$ cat src/rtl/ps2_hex_entry_pkg.sv
// Shared scan-code constants, receiver state encoding and the hex-key lookup
// used by the PS/2 hex-entry front end.
package ps2_hex_entry_pkg;

  localparam logic [7:0] CODE_BREAK = 8'hF0;
  localparam logic [7:0] CODE_EXT   = 8'hE0;
  localparam logic [7:0] CODE_BKSP  = 8'h66;
  localparam logic [7:0] CODE_ESC   = 8'h76;

  localparam logic [7:0] CODE_HEX0 = 8'h45;
  localparam logic [7:0] CODE_HEX1 = 8'h16;
  localparam logic [7:0] CODE_HEX2 = 8'h1E;
  localparam logic [7:0] CODE_HEX3 = 8'h26;
  localparam logic [7:0] CODE_HEX4 = 8'h25;
  localparam logic [7:0] CODE_HEX5 = 8'h2E;
  localparam logic [7:0] CODE_HEX6 = 8'h36;
  localparam logic [7:0] CODE_HEX7 = 8'h3D;
  localparam logic [7:0] CODE_HEX8 = 8'h3E;
  localparam logic [7:0] CODE_HEX9 = 8'h46;
  localparam logic [7:0] CODE_HEXA = 8'h1C;
  localparam logic [7:0] CODE_HEXB = 8'h32;
  localparam logic [7:0] CODE_HEXC = 8'h21;
  localparam logic [7:0] CODE_HEXD = 8'h23;
  localparam logic [7:0] CODE_HEXE = 8'h24;
  localparam logic [7:0] CODE_HEXF = 8'h2B;

  typedef enum logic [1:0] {
    RX_IDLE,
    RX_DATA,
    RX_PARITY,
    RX_STOP
  } rxState_t;

  typedef struct packed {
    logic       valid;
    logic [3:0] nibble;
  } hexKey_t;

  function automatic hexKey_t decodeHex(input logic [7:0] code);
    hexKey_t key;
    key = '0;
    key.valid = 1'b1;
    case (code)
      CODE_HEX0: key.nibble = 4'h0;
      CODE_HEX1: key.nibble = 4'h1;
      CODE_HEX2: key.nibble = 4'h2;
      CODE_HEX3: key.nibble = 4'h3;
      CODE_HEX4: key.nibble = 4'h4;
      CODE_HEX5: key.nibble = 4'h5;
      CODE_HEX6: key.nibble = 4'h6;
      CODE_HEX7: key.nibble = 4'h7;
      CODE_HEX8: key.nibble = 4'h8;
      CODE_HEX9: key.nibble = 4'h9;
      CODE_HEXA: key.nibble = 4'hA;
      CODE_HEXB: key.nibble = 4'hB;
      CODE_HEXC: key.nibble = 4'hC;
      CODE_HEXD: key.nibble = 4'hD;
      CODE_HEXE: key.nibble = 4'hE;
      CODE_HEXF: key.nibble = 4'hF;
      default:   key.valid  = 1'b0;
    endcase
    return key;
  endfunction

endpackage

$ cat src/rtl/ps2_hex_entry_if.sv
// Keyboard-side inputs and display-side outputs of the hex-entry block.
interface ps2_hex_entry_if;
  logic        ps2_clk;
  logic        ps2_data;
  logic [15:0] data_out;
  logic [7:0]  scan_code;
  logic        key_valid;
  logic        frame_err;

  modport master (
    output ps2_clk, ps2_data,
    input  data_out, scan_code, key_valid, frame_err
  );

  modport slave (
    input  ps2_clk, ps2_data,
    output data_out, scan_code, key_valid, frame_err
  );
endinterface

$ cat src/rtl/ps2_hex_entry_rx.sv
// PS/2 byte receiver: synchronizers, clock glitch filter, fall-edge detect,
// 11-bit frame FSM with odd-parity/stop checking and an inactivity timeout.
module ps2_hex_entry_rx
  import ps2_hex_entry_pkg::*;
#(
  parameter int FILTER_LEN     = 8,
  parameter int TIMEOUT_CYCLES = 50000
) (
  input  logic       clk,
  input  logic       rst_n,
  input  logic       i_ps2Clk,
  input  logic       i_ps2Data,
  output logic       o_codeStrobe,
  output logic [7:0] o_code,
  output logic       o_err
);

  localparam int FW = $clog2(FILTER_LEN + 1);
  localparam int TW = $clog2(TIMEOUT_CYCLES + 1);

  logic [1:0]    r_clkSync;
  logic [1:0]    r_dataSync;
  logic [FW-1:0] r_filtCnt;
  logic          r_filtClk;
  logic          r_filtClkD;
  logic [2:0]    r_bitCnt;
  logic [7:0]    r_shift;
  logic          r_parity;
  logic [TW-1:0] r_toCnt;
  logic          r_codeStrobe;
  logic [7:0]    r_code;
  logic          r_err;
  rxState_t      r_state;
  rxState_t      w_nextState;
  logic          w_fall;
  logic          w_sampleData;
  logic          w_timeout;
  logic          w_frameGood;

  // Synchronizers reset to the idle-high bus level so release never looks like an edge.
  always_ff @(posedge clk or negedge rst_n) begin
    if (!rst_n) begin
      r_clkSync  <= 2'b11;
      r_dataSync <= 2'b11;
    end else begin
      r_clkSync  <= {r_clkSync[0], i_ps2Clk};
      r_dataSync <= {r_dataSync[0], i_ps2Data};
    end
  end

  always_ff @(posedge clk or negedge rst_n) begin
    if (!rst_n) begin
      r_filtCnt  <= '0;
      r_filtClk  <= 1'b1;
      r_filtClkD <= 1'b1;
    end else begin
      r_filtClkD <= r_filtClk;
      if (r_clkSync[1] == r_filtClk) begin
        r_filtCnt <= '0;
      end else if (r_filtCnt == FW'(FILTER_LEN - 1)) begin
        r_filtClk <= r_clkSync[1];
        r_filtCnt <= '0;
      end else begin
        r_filtCnt <= r_filtCnt + 1'b1;
      end
    end
  end

  assign w_fall       = r_filtClkD & ~r_filtClk;
  assign w_sampleData = r_dataSync[1];
  assign w_frameGood  = (^r_shift ^ r_parity) & w_sampleData;
  assign w_timeout    = (r_state != RX_IDLE) && !w_fall &&
                        (r_toCnt == TW'(TIMEOUT_CYCLES - 1));

  always_ff @(posedge clk or negedge rst_n) begin
    if (!rst_n) begin
      r_toCnt <= '0;
    end else if (r_state == RX_IDLE || w_fall) begin
      r_toCnt <= '0;
    end else begin
      r_toCnt <= r_toCnt + 1'b1;
    end
  end

  always_ff @(posedge clk or negedge rst_n) begin
    if (!rst_n) begin
      r_state <= RX_IDLE;
    end else begin
      r_state <= w_nextState;
    end
  end

  always_comb begin
    w_nextState = r_state;
    if (w_timeout) begin
      w_nextState = RX_IDLE;
    end else if (w_fall) begin
      case (r_state)
        RX_IDLE:   if (!w_sampleData) w_nextState = RX_DATA;
        RX_DATA:   if (r_bitCnt == 3'd7) w_nextState = RX_PARITY;
        RX_PARITY: w_nextState = RX_STOP;
        RX_STOP:   w_nextState = RX_IDLE;
        default:   w_nextState = RX_IDLE;
      endcase
    end
  end

  // Bits arrive LSB first, so the shift register fills from the top.
  always_ff @(posedge clk or negedge rst_n) begin
    if (!rst_n) begin
      r_bitCnt     <= '0;
      r_shift      <= '0;
      r_parity     <= 1'b0;
      r_codeStrobe <= 1'b0;
      r_code       <= '0;
      r_err        <= 1'b0;
    end else begin
      r_codeStrobe <= 1'b0;
      r_err        <= 1'b0;
      if (w_timeout) begin
        r_err <= 1'b1;
      end else if (w_fall) begin
        case (r_state)
          RX_IDLE:   r_bitCnt <= '0;
          RX_DATA: begin
            r_shift  <= {w_sampleData, r_shift[7:1]};
            r_bitCnt <= r_bitCnt + 1'b1;
          end
          RX_PARITY: r_parity <= w_sampleData;
          RX_STOP: begin
            if (w_frameGood) begin
              r_codeStrobe <= 1'b1;
              r_code       <= r_shift;
            end else begin
              r_err <= 1'b1;
            end
          end
          default: ;
        endcase
      end
    end
  end

  assign o_codeStrobe = r_codeStrobe;
  assign o_code       = r_code;
  assign o_err        = r_err;

endmodule

$ cat src/rtl/ps2_hex_entry.sv
// Calculator-style hex entry: decodes PS/2 make codes into a 4-digit value
// that shifts new digits in from the right, with backspace and Esc clear.
module ps2_hex_entry
  import ps2_hex_entry_pkg::*;
#(
  parameter int FILTER_LEN     = 8,
  parameter int TIMEOUT_CYCLES = 50000
) (
  input logic             clk,
  input logic             rst_n,
  ps2_hex_entry_if.slave  bus
);

  logic        w_codeStrobe;
  logic [7:0]  w_code;
  logic        w_err;
  hexKey_t     w_hexKey;
  logic        r_brk;
  logic        r_ext;
  logic [15:0] r_dataOut;
  logic        r_keyValid;

  ps2_hex_entry_rx #(
    .FILTER_LEN     (FILTER_LEN),
    .TIMEOUT_CYCLES (TIMEOUT_CYCLES)
  ) u_rx (
    .clk          (clk),
    .rst_n        (rst_n),
    .i_ps2Clk     (bus.ps2_clk),
    .i_ps2Data    (bus.ps2_data),
    .o_codeStrobe (w_codeStrobe),
    .o_code       (w_code),
    .o_err        (w_err)
  );

  assign w_hexKey = decodeHex(w_code);

  // A break or extended prefix swallows exactly one following byte; E0 F0 xx
  // sets both flags and still swallows only the xx.
  always_ff @(posedge clk or negedge rst_n) begin
    if (!rst_n) begin
      r_brk      <= 1'b0;
      r_ext      <= 1'b0;
      r_dataOut  <= '0;
      r_keyValid <= 1'b0;
    end else begin
      r_keyValid <= 1'b0;
      if (w_err) begin
        r_brk <= 1'b0;
        r_ext <= 1'b0;
      end else if (w_codeStrobe) begin
        if (w_code == CODE_BREAK) begin
          r_brk <= 1'b1;
        end else if (w_code == CODE_EXT) begin
          r_ext <= 1'b1;
        end else if (r_brk || r_ext) begin
          r_brk <= 1'b0;
          r_ext <= 1'b0;
        end else if (w_hexKey.valid) begin
          r_dataOut  <= {r_dataOut[11:0], w_hexKey.nibble};
          r_keyValid <= 1'b1;
        end else if (w_code == CODE_BKSP) begin
          r_dataOut  <= {4'h0, r_dataOut[15:4]};
          r_keyValid <= 1'b1;
        end else if (w_code == CODE_ESC) begin
          r_dataOut  <= '0;
          r_keyValid <= 1'b1;
        end
      end
    end
  end

  assign bus.data_out  = r_dataOut;
  assign bus.scan_code = w_code;
  assign bus.key_valid = r_keyValid;
  assign bus.frame_err = w_err;

endmodule

$ cat src/flat_wrapper.sv
// flat-port wrapper written by rule: the top's interface ports become plain ports
module ps2_hex_entry_flat import ps2_hex_entry_pkg::*;
#(
  parameter int FILTER_LEN     = 8,
  parameter int TIMEOUT_CYCLES = 50000
)
  (clk, rst_n, bus_ps2_clk, bus_ps2_data, bus_data_out, bus_scan_code, bus_key_valid, bus_frame_err);
  ps2_hex_entry_if bus_i ();
  input logic clk;
  input logic rst_n;
  input wire logic [$bits(bus_i.ps2_clk)-1:0] bus_ps2_clk;
  input wire logic [$bits(bus_i.ps2_data)-1:0] bus_ps2_data;
  output wire logic [$bits(bus_i.data_out)-1:0] bus_data_out;
  output wire logic [$bits(bus_i.scan_code)-1:0] bus_scan_code;
  output wire logic [$bits(bus_i.key_valid)-1:0] bus_key_valid;
  output wire logic [$bits(bus_i.frame_err)-1:0] bus_frame_err;
  assign bus_i.ps2_clk = bus_ps2_clk;
  assign bus_i.ps2_data = bus_ps2_data;
  assign bus_data_out = bus_i.data_out;
  assign bus_scan_code = bus_i.scan_code;
  assign bus_key_valid = bus_i.key_valid;
  assign bus_frame_err = bus_i.frame_err;
  ps2_hex_entry #(.FILTER_LEN(FILTER_LEN), .TIMEOUT_CYCLES(TIMEOUT_CYCLES)) u_core (.clk(clk), .rst_n(rst_n), .bus(bus_i));
endmodule
$ cat config.mk
export PLATFORM = sky130hd
export DESIGN_NAME = ps2_hex_entry_flat
export DESIGN_NICKNAME = d
export VERILOG_FILES = /design/src/rtl/ps2_hex_entry_pkg.sv /design/src/rtl/ps2_hex_entry_if.sv /design/src/rtl/ps2_hex_entry_rx.sv /design/src/rtl/ps2_hex_entry.sv /design/src/flat_wrapper.sv
export SDC_FILE = /design/constraint.sdc
export NUM_CORES = 1
export LEC_CHECK = 0
export ABC_AREA = 1
export CORE_AREA = 5 5 95 97
export DETAILED_ROUTE_END_ITERATION = 12
export DIE_AREA = 0 0 100 102
export DONT_BUFFER_PORTS = 1
export HOLD_SLACK_MARGIN = 0.02
export MAX_ROUTING_LAYER = met4
export PLACE_DENSITY_LB_ADDON = 0.15
export SKIP_CTS_REPAIR_TIMING = 1
export SKIP_LAST_GASP = 1
export SYNTH_ARGS = -nofsm -noshare
export SYNTH_HDL_FRONTEND = slang
export SYNTH_HIERARCHICAL = 1
export SYNTH_SLANG_ARGS = --single-unit
$ cat constraint.sdc
create_clock -name clk -period 2.8 [get_ports clk]
set_input_delay 0.7 -clock clk [delete_from_list [all_inputs] [get_ports clk]]
set_output_delay 0.7 -clock clk [all_outputs]
set_load 0.02 [all_outputs]
==> flow_summary.yaml <==
final_layout:
  instances_no_fill: 622
  diodes: 0
  nFillCells: 771
  drive_gt1_share_pct: 17.8
  stdcell_area_sq_um: 4290
  fin_nets: 525
  syn2layout_area_growth_pct: 8.99
timing:
  final-max-slew-violation-count: 0
  finClkSkew_ns: 0.0164
  min_period_over_period_pct: 71.8
  fmax_mhz: 497
  tightestPinTransition_ns: 0.483
  setup_viol_count_final: 0
  rsz0062_at_grt: "no"
  slew_headroom_pct: 67.7
  fin_crit_ns: 2.01
  setup_tns_ns: 0
  hold_viol: 0
setup_path:
  critPathCaptureType: "flip-flop"
  arrival_ns: 2.26
  cp_slowest_cell: "dfrtp_1"
  cpPeakStageDelay_ns: 0.52
  required_ns: 3.05
  critPathKind: "flip-flop to flip-flop"
  cp_num_buf_inv: 3
  path_cells: "inv_1, nor2_1, nand2_1, inv_1, nand2_1, nand2_2, nor2_4, nand3_4, nand2_4, nand2_1, o21ai_2, inv_1"
  crit_family: "simple AND/OR/NAND/NOR gates"
  crit_path_max_fanout: 14
  worstSetupStartpointType: "flip-flop"
drt:
  routed_via_density: 4.93
  ant_nets: 0
  wl_per_cell_microns: 12.6
  wl_microns: 7820
  drc_errors: 0
  dr.pass1.iters: 5
  drt_iter0_drc: 118
  vias: 3066
placed_design:
  placed_cells: 604
  dpl-instance-area_sq_um: 4030
  gp_congestion: 0.826
  dp_hpwl_microns: 5600
  io_buffer_count: 0
clock_network:
  cts_buffers: 9
  htreeDepth: 3
  max-clock-path-buffers: 2
  cts.sinks: 69
  clock_latency_ns: 0.35
  clk_pin_slew_ns: 0.09
  cts_tree: "done"
  cts-root-buf: "clkbuf_8"
synthesis:
  synth_area_sq_um: 3940
  synth_top_area_share_pct: 40.0
  syn_nets: 517
  synth.ff_latch_count: 69
  synthTopCellsByCount: "149 x nand2_1, 63 x dfrtp_1, 60 x nor2_1"
  yosys.area.top_type: "dfrtp_1"
  yosysMostFrequentCell: "nand2_1"
  synth_area_leaders: "dfrtp_1 40%, nand2_1 14%, nor2_1 5.7%, inv_1 5.1%, dfstp_2 4.0%"
  synth.distinct_cells: 40
  synth_edf_count: 0
  yosysSeqAreaShare_pct: 44.0
  synthArstFlopShare_pct: 100
  ys.flop_type: "dfrtp_1"
  yosys_warnings: 6
  syn_area_per_cell_sq_um: 7.81
  postSynthCellCount: 504
worst_hold_path:
  hold_path_class: "input pin to asynchronous set/reset pin"
floorplanning:
  die-area_sq_um: 10200
  die_height_microns: 102
  ios: 30
  row_count: 33
  core_region_area_sq_um: 8050
  die_w_microns: 100
  initial_core_util_pct: 48.9
power_and_ir_drop:
  fin_total_pwr_w: 0.00253
  p_per_area_nw_per_um2: 590
  peakVddDrop_v: 0.000325
  p_leak_nw: 2.20
grt:
  grt_usage_pct: 16.4
  grt_pass1_vias: 2881
  overflow: 0
  grt_max_degree: 70
  antenna_found_initial: 0
  grt_pass1_wl_microns: 13200
flow_run:
  cap_violations: 0
run_status:
  status: "finished clean"
per-stage QoR:
stage	setup WS, ns	util [%]	hold slack [ns]
final	0.788	53.3	0.0485
after global routing	0.595	53.3	0.0205
after CTS	0.797	52.8	0.0138
after detailed placement	0.786	50.0	0.348
after global placement	0.802	50.0	0.346
after floorplan	1.12	-	0.345
layout by cell type, fill, tap and decap left out, types with 2 or more instances in the layout:
master,count
buf_4,2
inv_6,4
ha_1,9
nor2_2,8
nand3_2,4
nand2_1,149
inv_1,54
a21oi_2,7
xnor2_1,2
dfstp_2,6
o21ai_2,5
nor2_4,7
a21oi_1,11
nand4_1,16
nor2_1,60
bufinv_16,2
o21ai_1,6
nand2_2,18
o21ai_0,18
inv_2,9
nand3_1,19
nor3_1,8
nand3_4,2
clkbuf_8,9
dfrtp_1,63
nand2_4,3
where the power goes:
part           internal (W)  switching, W  total [W]
combinational      0.000155      0.000285   0.000439
clock              0.000516      0.000417   0.000933
sequential          0.00109     0.0000761    0.00116
total               0.00176      0.000777    0.00253
worst reg2reg max path, cell delays in order, from the launching register on:
cell and delay, ns:
dfrtp_1 0.52, inv_1 0.13, nor2_1 0.06, nand2_1 0.14
inv_1 0.10, nand2_1 0.09, nand2_2 0.07, nor2_4 0.15
nand3_4 0.23, nand2_4 0.25, nand2_1 0.09, o21ai_2 0.06
inv_1 0.04
sequential cells by signal, indices dropped and copies added, names as in the netlist:
signal,flops
u_core/r_brk,1
u_core/bus.key_valid,1
u_core/u_rx/r_clkSync,2
u_core/u_rx/o_code,8
u_core/u_rx/r_filtClk,1
u_core/u_rx/r_filtClkD,1
u_core/u_rx/r_dataSync,2
u_core/u_rx/r_toCnt,16
u_core/u_rx/r_parity,1
u_core/u_rx/r_shift,8
u_core/u_rx/r_filtCnt,4
u_core/u_rx/o_codeStrobe,1
u_core/u_rx/o_err,1
u_core/u_rx/r_state,2
u_core/r_ext,1
u_core/bus.data_out,16
u_core/u_rx/r_bitCnt,3
cell families (layout without fill, tap and decap cells):
group,Yosys count,count (layout),synth area share [%]
multiplexers,1,1,0.286
XOR/XNOR,3,3,0.667
AND/OR/NAND/NOR,301,301,36.8
adder cells (fa/ha/maj),9,9,2.86
buffers and inverters,70,83,7.47
flip-flops,69,69,44.0
AO/OA/AOI/OAI,51,51,7.88
area by class of cell:
cell class | count | area [sq um] | area share [%]
multi-input combinational | 365 | 1910 | 44.5
sequential | 69 | 1730 | 40.4
inverter | 63 | 236 | 5.51
tap | 105 | 131 | 3.06
clock buffer | 9 | 124 | 2.89
clock inverter | 7 | 104 | 2.42
timing repair buffer | 4 | 52.6 | 1.22
worst paths after layout:
check	start	end	slack (ns)	depth (start not counted)
worst max-delay path	u_core/u_rx/o_code[5]$_DFFE_PN0P_	u_core/bus.data_out[2]$_DFFE_PN0P_	0.79	12
worst min-delay path	rst_n	u_core/u_rx/r_toCnt[13]$_DFF_PN0_	0.05	0
worst max register to register	u_core/u_rx/o_code[5]$_DFFE_PN0P_	u_core/bus.data_out[2]$_DFFE_PN0P_	0.79	12
worst min register to register	u_core/u_rx/r_dataSync[0]$_DFF_PN1_	u_core/u_rx/r_dataSync[1]$_DFF_PN1_	0.36	0
max in group asynchronous	rst_n	u_core/u_rx/o_code[2]$_DFFE_PN0P_	2.05	1
min in group clk	bus_ps2_data	u_core/u_rx/r_dataSync[0]$_DFF_PN1_	0.35	0
routing by layer:
metal / global-route usage, % / vias up / part of all wire [%]
li1: - / 1619 / -
met1: 20.2 / 1395 / 47
met2: 26.4 / 48 / 47
met3: 4.23 / 4 / 4.9
met4: 5.60 / 0 / 0.73
met5: - / - / 0
No activity file was read; power rests on OpenSTA's default activity.
